==> src/rtl/matrix_row_scanner_if.sv <==
// Bus between the frame composer and the LED matrix row scanner.
// master = frame source / matrix-side observer, slave = the scanner itself.
interface matrix_row_scanner_if;
   logic [191:0] frame_in;
   logic         frame_valid;
   logic         frame_ack;
   logic         sdi;
   logic         sclk;
   logic         rclk;
   logic         oe_n;
   logic [11:0]  row_sel;
   logic [3:0]   row_idx;

   modport master (
      output frame_in, frame_valid,
      input  frame_ack, sdi, sclk, rclk, oe_n, row_sel, row_idx
   );

   modport slave (
      input  frame_in, frame_valid,
      output frame_ack, sdi, sclk, rclk, oe_n, row_sel, row_idx
   );
endinterface

==> src/rtl/matrix_row_scanner.sv <==
// LED dot-matrix row scanner: double-buffers a 12x16 frame and scans it row by
// row into 74HC595-style column drivers (shift, latch, then light the row).
// All outputs are registered and aligned with the FSM state they belong to.
module matrix_row_scanner #(
   parameter int DWELL_CYCLES = 2000,
   parameter int ROWS         = 12,
   parameter int COLS         = 16
) (
   input logic               clk,
   input logic               rst,
   matrix_row_scanner_if.slave bus
);

   localparam int FRAME_W = ROWS * COLS;
   localparam int DW_W    = $clog2(DWELL_CYCLES + 1);

   typedef enum logic [2:0] {
      IDLE  = 3'd0,
      LOAD  = 3'd1,
      SHIFT = 3'd2,
      LATCH = 3'd3,
      DWELL = 3'd4
   } state_t;

   state_t               state_r;
   state_t               state_next_s;
   logic [FRAME_W-1:0]   shadow_r;
   logic [FRAME_W-1:0]   active_r;
   logic                 pending_r;
   logic                 swap_s;
   logic [15:0]          row_data_s;
   logic [15:0]          shift_r;
   logic [3:0]           bit_cnt_r;
   logic                 phase_r;
   logic [DW_W-1:0]      dwell_cnt_r;
   logic [3:0]           row_idx_r;
   logic                 sdi_r;
   logic                 sclk_r;
   logic                 rclk_r;
   logic                 oe_n_r;
   logic [11:0]          row_sel_r;
   logic                 frame_ack_r;

   // Row r occupies frame[191-16*r -: 16]; column c is bit c of that slice.
   function automatic logic [15:0] row_slice(input logic [FRAME_W-1:0] frame,
                                             input logic [3:0] idx);
      logic [7:0] base;
      base = {4'd11 - idx, 4'b0000};
      return frame[base +: 16];
   endfunction

   // Next-state logic plus the row-0 buffer swap decision and row data source.
   always_comb begin
      state_next_s = state_r;
      swap_s       = 1'b0;
      row_data_s   = 16'h0000;
      case (state_r)
         IDLE:  state_next_s = LOAD;
         LOAD:  state_next_s = SHIFT;
         SHIFT: begin
            if (phase_r && (bit_cnt_r == 4'd0)) begin
               state_next_s = LATCH;
            end else begin
               state_next_s = SHIFT;
            end
         end
         LATCH: state_next_s = DWELL;
         DWELL: begin
            if (dwell_cnt_r == '0) begin
               state_next_s = LOAD;
            end else begin
               state_next_s = DWELL;
            end
         end
         default: state_next_s = IDLE;
      endcase
      // The swap row is loaded straight from the shadow so it is shown this frame.
      swap_s = (state_r == LOAD) && (row_idx_r == 4'd0) && pending_r;
      if (swap_s) begin
         row_data_s = row_slice(shadow_r, row_idx_r);
      end else begin
         row_data_s = row_slice(active_r, row_idx_r);
      end
   end

   // FSM state register.
   always_ff @(posedge clk or posedge rst) begin
      if (rst) begin
         state_r <= IDLE;
      end else begin
         state_r <= state_next_s;
      end
   end

   // Shadow capture; a new strobe wins over the pending-clear of a swap.
   always_ff @(posedge clk or posedge rst) begin
      if (rst) begin
         shadow_r  <= '0;
         pending_r <= 1'b0;
      end else if (bus.frame_valid) begin
         shadow_r  <= bus.frame_in;
         pending_r <= 1'b1;
      end else if (swap_s) begin
         pending_r <= 1'b0;
      end
   end

   // Active buffer only changes at the row-0 load, so a frame never tears.
   always_ff @(posedge clk or posedge rst) begin
      if (rst) begin
         active_r <= '0;
      end else if (swap_s) begin
         active_r <= shadow_r;
      end
   end

   // Scan datapath: row index, serial shifter, bit/phase and dwell counters.
   always_ff @(posedge clk or posedge rst) begin
      if (rst) begin
         row_idx_r   <= 4'd0;
         shift_r     <= 16'h0000;
         bit_cnt_r   <= 4'd0;
         phase_r     <= 1'b0;
         dwell_cnt_r <= '0;
         sdi_r       <= 1'b0;
      end else begin
         case (state_r)
            IDLE: row_idx_r <= 4'd0;
            LOAD: begin
               // Col 15 goes out first; it is presented during the first phase A.
               sdi_r     <= row_data_s[15];
               shift_r   <= {row_data_s[14:0], 1'b0};
               bit_cnt_r <= 4'd15;
               phase_r   <= 1'b0;
            end
            SHIFT: begin
               if (!phase_r) begin
                  phase_r <= 1'b1;
               end else begin
                  phase_r <= 1'b0;
                  if (bit_cnt_r != 4'd0) begin
                     bit_cnt_r <= bit_cnt_r - 4'd1;
                     sdi_r     <= shift_r[15];
                     shift_r   <= {shift_r[14:0], 1'b0};
                  end
               end
            end
            LATCH: dwell_cnt_r <= DW_W'(DWELL_CYCLES - 1);
            DWELL: begin
               if (dwell_cnt_r == '0) begin
                  if (row_idx_r == 4'(ROWS - 1)) begin
                     row_idx_r <= 4'd0;
                  end else begin
                     row_idx_r <= row_idx_r + 4'd1;
                  end
               end else begin
                  dwell_cnt_r <= dwell_cnt_r - 1'b1;
               end
            end
            default: row_idx_r <= 4'd0;
         endcase
      end
   end

   // Driver control outputs, registered from the next state so they line up with it.
   always_ff @(posedge clk or posedge rst) begin
      if (rst) begin
         sclk_r      <= 1'b0;
         rclk_r      <= 1'b0;
         oe_n_r      <= 1'b1;
         row_sel_r   <= 12'h000;
         frame_ack_r <= 1'b0;
      end else begin
         sclk_r      <= (state_r == SHIFT) && !phase_r;
         rclk_r      <= (state_next_s == LATCH);
         oe_n_r      <= (state_next_s != DWELL);
         row_sel_r   <= (state_next_s == DWELL) ? (12'd1 << row_idx_r) : 12'h000;
         frame_ack_r <= swap_s;
      end
   end

   assign bus.sdi       = sdi_r;
   assign bus.sclk      = sclk_r;
   assign bus.rclk      = rclk_r;
   assign bus.oe_n      = oe_n_r;
   assign bus.row_sel   = row_sel_r;
   assign bus.row_idx   = row_idx_r;
   assign bus.frame_ack = frame_ack_r;

endmodule
==> src/flat_wrapper.sv <==
// flat-port wrapper written by rule: the top's interface ports become plain ports
module matrix_row_scanner_flat 
#(
   parameter int DWELL_CYCLES = 2000,
   parameter int ROWS         = 12,
   parameter int COLS         = 16
)
  (clk, rst, bus_frame_in, bus_frame_valid, bus_frame_ack, bus_sdi, bus_sclk, bus_rclk, bus_oe_n, bus_row_sel, bus_row_idx);
  matrix_row_scanner_if bus_i ();
  input logic clk;
  input logic rst;
  input wire logic [$bits(bus_i.frame_in)-1:0] bus_frame_in;
  input wire logic [$bits(bus_i.frame_valid)-1:0] bus_frame_valid;
  output wire logic [$bits(bus_i.frame_ack)-1:0] bus_frame_ack;
  output wire logic [$bits(bus_i.sdi)-1:0] bus_sdi;
  output wire logic [$bits(bus_i.sclk)-1:0] bus_sclk;
  output wire logic [$bits(bus_i.rclk)-1:0] bus_rclk;
  output wire logic [$bits(bus_i.oe_n)-1:0] bus_oe_n;
  output wire logic [$bits(bus_i.row_sel)-1:0] bus_row_sel;
  output wire logic [$bits(bus_i.row_idx)-1:0] bus_row_idx;
  assign bus_i.frame_in = bus_frame_in;
  assign bus_i.frame_valid = bus_frame_valid;
  assign bus_frame_ack = bus_i.frame_ack;
  assign bus_sdi = bus_i.sdi;
  assign bus_sclk = bus_i.sclk;
  assign bus_rclk = bus_i.rclk;
  assign bus_oe_n = bus_i.oe_n;
  assign bus_row_sel = bus_i.row_sel;
  assign bus_row_idx = bus_i.row_idx;
  matrix_row_scanner #(.DWELL_CYCLES(DWELL_CYCLES), .ROWS(ROWS), .COLS(COLS)) u_core (.clk(clk), .rst(rst), .bus(bus_i));
endmodule
==> config.mk <==
export PLATFORM = sky130hd
export DESIGN_NAME = matrix_row_scanner_flat
export DESIGN_NICKNAME = d
export VERILOG_FILES = /design/src/rtl/matrix_row_scanner_if.sv /design/src/rtl/matrix_row_scanner.sv /design/src/flat_wrapper.sv
export SDC_FILE = /design/constraint.sdc
export NUM_CORES = 1
export LEC_CHECK = 0
export BUFFER_PORTS_ARGS = -buffer_cell sky130_fd_sc_hd__buf_2
export CAP_MARGIN = 0
export CELL_PAD_IN_SITES_DETAIL_PLACEMENT = 1
export CELL_PAD_IN_SITES_GLOBAL_PLACEMENT = 2
export CORE_MARGIN = 1
export CORE_UTILIZATION = 35
export CTS_CLUSTER_DIAMETER = 120
export DETAILED_ROUTE_END_ITERATION = 12
export HOLD_SLACK_MARGIN = 0.1
export PLACE_DENSITY_LB_ADDON = 0.15
export REMOVE_ABC_BUFFERS = 1
export SLEW_MARGIN = 20
export SYNTH_ARGS = -nofsm -noshare
export SYNTH_HDL_FRONTEND = slang
export SYNTH_SLANG_ARGS = --single-unit
==> constraint.sdc <==
create_clock -name clk -period 18.5 [get_ports clk]
set_input_delay 5.55 -clock clk [delete_from_list [all_inputs] [get_ports clk]]
set_output_delay 5.55 -clock clk [all_outputs]
set_load 0.005 [all_outputs]
==> impl_summary.txt <==
----------------------------------------------------
[Worst setup path]
  Classification of the worst setup path ... input port to asynchronous set/reset pin
  Req. time, crit path ... 19,080 ps
  Critical path fanouts, max ... 130
  Critical Path End Type ... asynchronous set/reset pin
  Launching element type of the critical path ... input port
  Data arrival time of the worst path ... 7880 ps

[Detailed routing]
  Post-detailed-route wirelength per cell ... 21.3 um
  Detail Route Antenna Nets ... 0
  Drt drc ... 0
  Post-Route WL ... 51,700 um
  Initial DRC Count ... 682
  Vias per Instance ... 5.08
  Number of iterations in the first detailed-routing pass ... 6
  Vias post-DR ... 12,300

[Timing]
  Total Negative Setup Slacks ... 0 ps
  Slew @ Worst Pin ... 994 ps
  Highest achievable clock rate ... 137 MHz
  Pins Over Slew Limit ... 0
  Min cycle time layout ... 7300 ps
  Endpoints failing setup ... 0
  Clk_skew ... 11.8 ps
  Worst max-slew margin expressed relative to the limit ... 33.2%
  Final count of hold timing violations ... 0
  RSZ-0062 raised after global routing ... false
  Share of the clock period used by the worst path ... 39.5%

[Placement]
  Port bufs ... 215
  Global placer's final weighted congestion ... 0.723
  Final HPWL from detailed placement ... 34,000 um
  Placed Cells ... 2,343

[Die]
  Site Rows ... 85
  Die X ... 235 um
  I/O pin count ... 216
  Area of the placeable core ... 53,700 um2
  Die outline area ... 55,300 um2
  Initial Util ... 35.4%
  Die H ... 235 um

[Finish]
  Area added between synthesis and finish ... 17.9%
  Number of filler cells placed in the layout ... 5,600
  Number of cells in the finished layout apart from fillers ... 2,430
  Antenna diodes ... 0
  # nets final ... 1,904
  Fraction of layout cells with a size suffix above 1 ... 39.6%
  Commonest cells after routing, fill and taps aside ... sky130_fd_sc_hd__dfrtp_1 (437), sky130_fd_sc_hd__nand2_1 (318), sky130_fd_sc_hd__mux2_2 (310), sky130_fd_sc_hd__buf_2 (214), sky130_fd_sc_hd__clkbuf_16 (51)
  Most common cell after layout, fill and taps aside ... sky130_fd_sc_hd__dfrtp_1

[Synth]
  Synth Cell Area ... 19,000 um2
  Mapped Avg Cell Area ... 12.7 um2
  Number of library cell types mapped by synthesis ... 70
  Most used DFF post-synth ... sky130_fd_sc_hd__dfrtp_1
  Flip-flop and latch count after synthesis ... 440
  Number of warnings issued by yosys ... 0
  Seq/Total Area, Yosys ... 57.9%
  Gate count after technology mapping ... 1,499
  Number of synthesized flops with an enable pin ... 0
  Fraction of registers with async set/reset ... 100%

[Clocking]
  Buffers from clock root to sink, at most ... 3
  Root Buffer ... sky130_fd_sc_hd__clkbuf_16
  Post-CTS setup buffer count ... 0
  CTS tree ... yes
  Number of gates resized after cts ... 0
  TritonCTS Buffers ... 49
  Clock latency on the worst-skew pair ... 580 ps
  H-tree levels ... 2
  Number of hold-repair buffers added at the cts stage ... 0
  CTS clock-pin slew for the worst setup and hold paths ... 60 ps
  Clk sink count ... 440

[Global routing]
  GRT met1 Usage ... 27.1%
  Remaining global-route overflow ... 0
  Total Routing Usage GR ... 19.3%
  Vias in the first global route ... 13,200
  Initial antenna violation count ... 2
  Global routing's busiest layer ... met2
  Met2 Usage GRT ... 30.9%
  Met3 demand-to-capacity share in global routing ... 2.63%
  Pin count of the biggest net entering global routing ... 131
  Wire length of the first global-routing pass ... 81,600 um

[Power and ir drop]
  Power per cell area ... 99.0 nW/um2
  Largest vdd supply drop ... 60.0 uV
  Leak ... 10.5 nW

[Min path]
  Worst Hold Class ... flop to flop

[Outcome]
  Status ... complete, no violations

[Run]
  Maxcap violations ... 0

----------------------------------------------------
==> worst max-delay path, cell delays in order <==
cell and delay, ps:
sky130_fd_sc_hd__buf_2 130, sky130_fd_sc_hd__inv_8 610, sky130_fd_sc_hd__buf_4 690, sky130_fd_sc_hd__buf_4 740
==> kinds of logic after synthesis <==
logic type	synth area share, %
DFF	57.9
and+or+nand+nor	9.89
muxes	23.6
AOI/OAI and AO/OA	5.24
buffers and inverters	2.35
adders and majority gates	0.723
xor gates and xnor gates	0.322
==> state kept, by name (all words and copies together), names as in the netlist <==
signal / flops
u_core.bus.frame_ack: 1
u_core.state_r: 3
u_core.shift_r: 15
u_core.bus.row_idx: 4
u_core.bus.oe_n: 1
u_core.bus.sdi: 1
u_core.pending_r: 1
u_core.bus.row_sel: 12
u_core.phase_r: 1
u_core.bit_cnt_r: 4
u_core.dwell_cnt_r: 11
u_core.shadow_r: 192
u_core.active_r: 192
u_core.bus.sclk: 1
u_core.bus.rclk: 1
==> worst paths after layout <==
| path | start | slack (ps) | endpoint | depth (start not counted) |
|---|---|---|---|---|
| worst max register to register | u_core.bus.row_idx[1] | 12830 | u_core.shift_r[15] | 14 |
| worst min register to register | u_core.active_r[76] | 460 | u_core.active_r[76] | 2 |
| worst min-delay path | u_core.active_r[76] | 460 | u_core.active_r[76] | 2 |
| min in group asynchronous | rst | 5180 | u_core.shadow_r[131] | 2 |
| worst max-delay path | rst | 11200 | u_core.bus.row_idx[1] | 4 |
| max in group clk | u_core.bus.row_idx[0] | 11420 | bus_row_idx[0] | 2 |
==> Yosys cell counts, types with 3 or more instances <==
master	number	area share [%]
sky130_fd_sc_hd__mux2_1	6	0.36
sky130_fd_sc_hd__inv_1	11	0.22
sky130_fd_sc_hd__or4_1	5	0.20
sky130_fd_sc_hd__o22ai_1	8	0.26
sky130_fd_sc_hd__ha_1	11	0.72
sky130_fd_sc_hd__nor2b_1	3	0.099
sky130_fd_sc_hd__xor2_1	6	0.28
sky130_fd_sc_hd__clkbuf_1	55	1.1
sky130_fd_sc_hd__a31o_2	3	0.14
sky130_fd_sc_hd__a31oi_1	10	0.33
sky130_fd_sc_hd__or3_1	18	0.59
sky130_fd_sc_hd__and3_1	21	0.69
sky130_fd_sc_hd__a22o_1	4	0.18
sky130_fd_sc_hd__o221ai_1	6	0.28
sky130_fd_sc_hd__nor2_1	25	0.49
sky130_fd_sc_hd__nor3b_1	3	0.12
sky130_fd_sc_hd__nand3_1	12	0.32
sky130_fd_sc_hd__mux2_2	310	18
sky130_fd_sc_hd__o21ai_0	31	0.82
sky130_fd_sc_hd__o211ai_1	4	0.16
sky130_fd_sc_hd__buf_2	21	0.55
sky130_fd_sc_hd__mux2i_1	5	0.26
sky130_fd_sc_hd__a22oi_1	3	0.12
sky130_fd_sc_hd__mux4_2	39	4.6
sky130_fd_sc_hd__nand2_1	318	6.3
sky130_fd_sc_hd__a221oi_1	8	0.37
sky130_fd_sc_hd__dfrtp_1	439	58
sky130_fd_sc_hd__nor3_1	5	0.13
sky130_fd_sc_hd__clkinv_1	3	0.059
sky130_fd_sc_hd__a21o_1	15	0.59
sky130_fd_sc_hd__a211o_1	8	0.37
sky130_fd_sc_hd__a21oi_1	23	0.61
sky130_fd_sc_hd__buf_1	8	0.16
sky130_fd_sc_hd__nor4_1	4	0.13
sky130_fd_sc_hd__buf_4	3	0.12
==> per-layer routing <==
metal | share of wire, % | wire length, um
met5 | 0 | 0
met4 | 2.5 | 1300
met3 | 3.2 | 1660
met2 | 48 | 24600
met1 | 47 | 24100
==> stage by stage <==
| stage | hold slack (ps) | total power [mW] | setup WS (ps) | area, um2 | util [%] |
|---|---|---|---|---|---|
| detailed placement | 453 | 1.26 | 10440 | 20800 | 38.7 |
| CTS | 466 | 2.26 | 11070 | 22400 | 41.7 |
| floorplan | 431 | 1.19 | 693 | 18600 | - |
| finish | 464 | 2.22 | 11200 | 22400 | 41.7 |
| global route | 480 | 2.32 | 10790 | 22400 | 41.7 |
| global placement | 442 | 1.25 | 10460 | 20800 | 38.7 |
==> final cells by class <==
| type | instances | area (um2) | share of cell area [%] |
|---|---|---|---|
| clock buffer | 73 | 1530 | 6.82 |
| inverter | 16 | 71.3 | 0.318 |
| sequential | 440 | 11000 | 49.1 |
| timing repair buffer | 237 | 1250 | 5.57 |
| clock inverter | 14 | 109 | 0.485 |
| tap | 696 | 871 | 3.88 |
| multi-input combinational | 954 | 7580 | 33.8 |
==> power breakdown <==
group | total, mW | internal [mW] | switching, mW | leakage (nW)
Combinational | 0.159 | 0.0877 | 0.0709 | 4.25
Sequential | 1.08 | 1.04 | 0.0424 | 5.42
Clock | 0.982 | 0.582 | 0.400 | 0.807
Power figures use the tool's default switching activity.
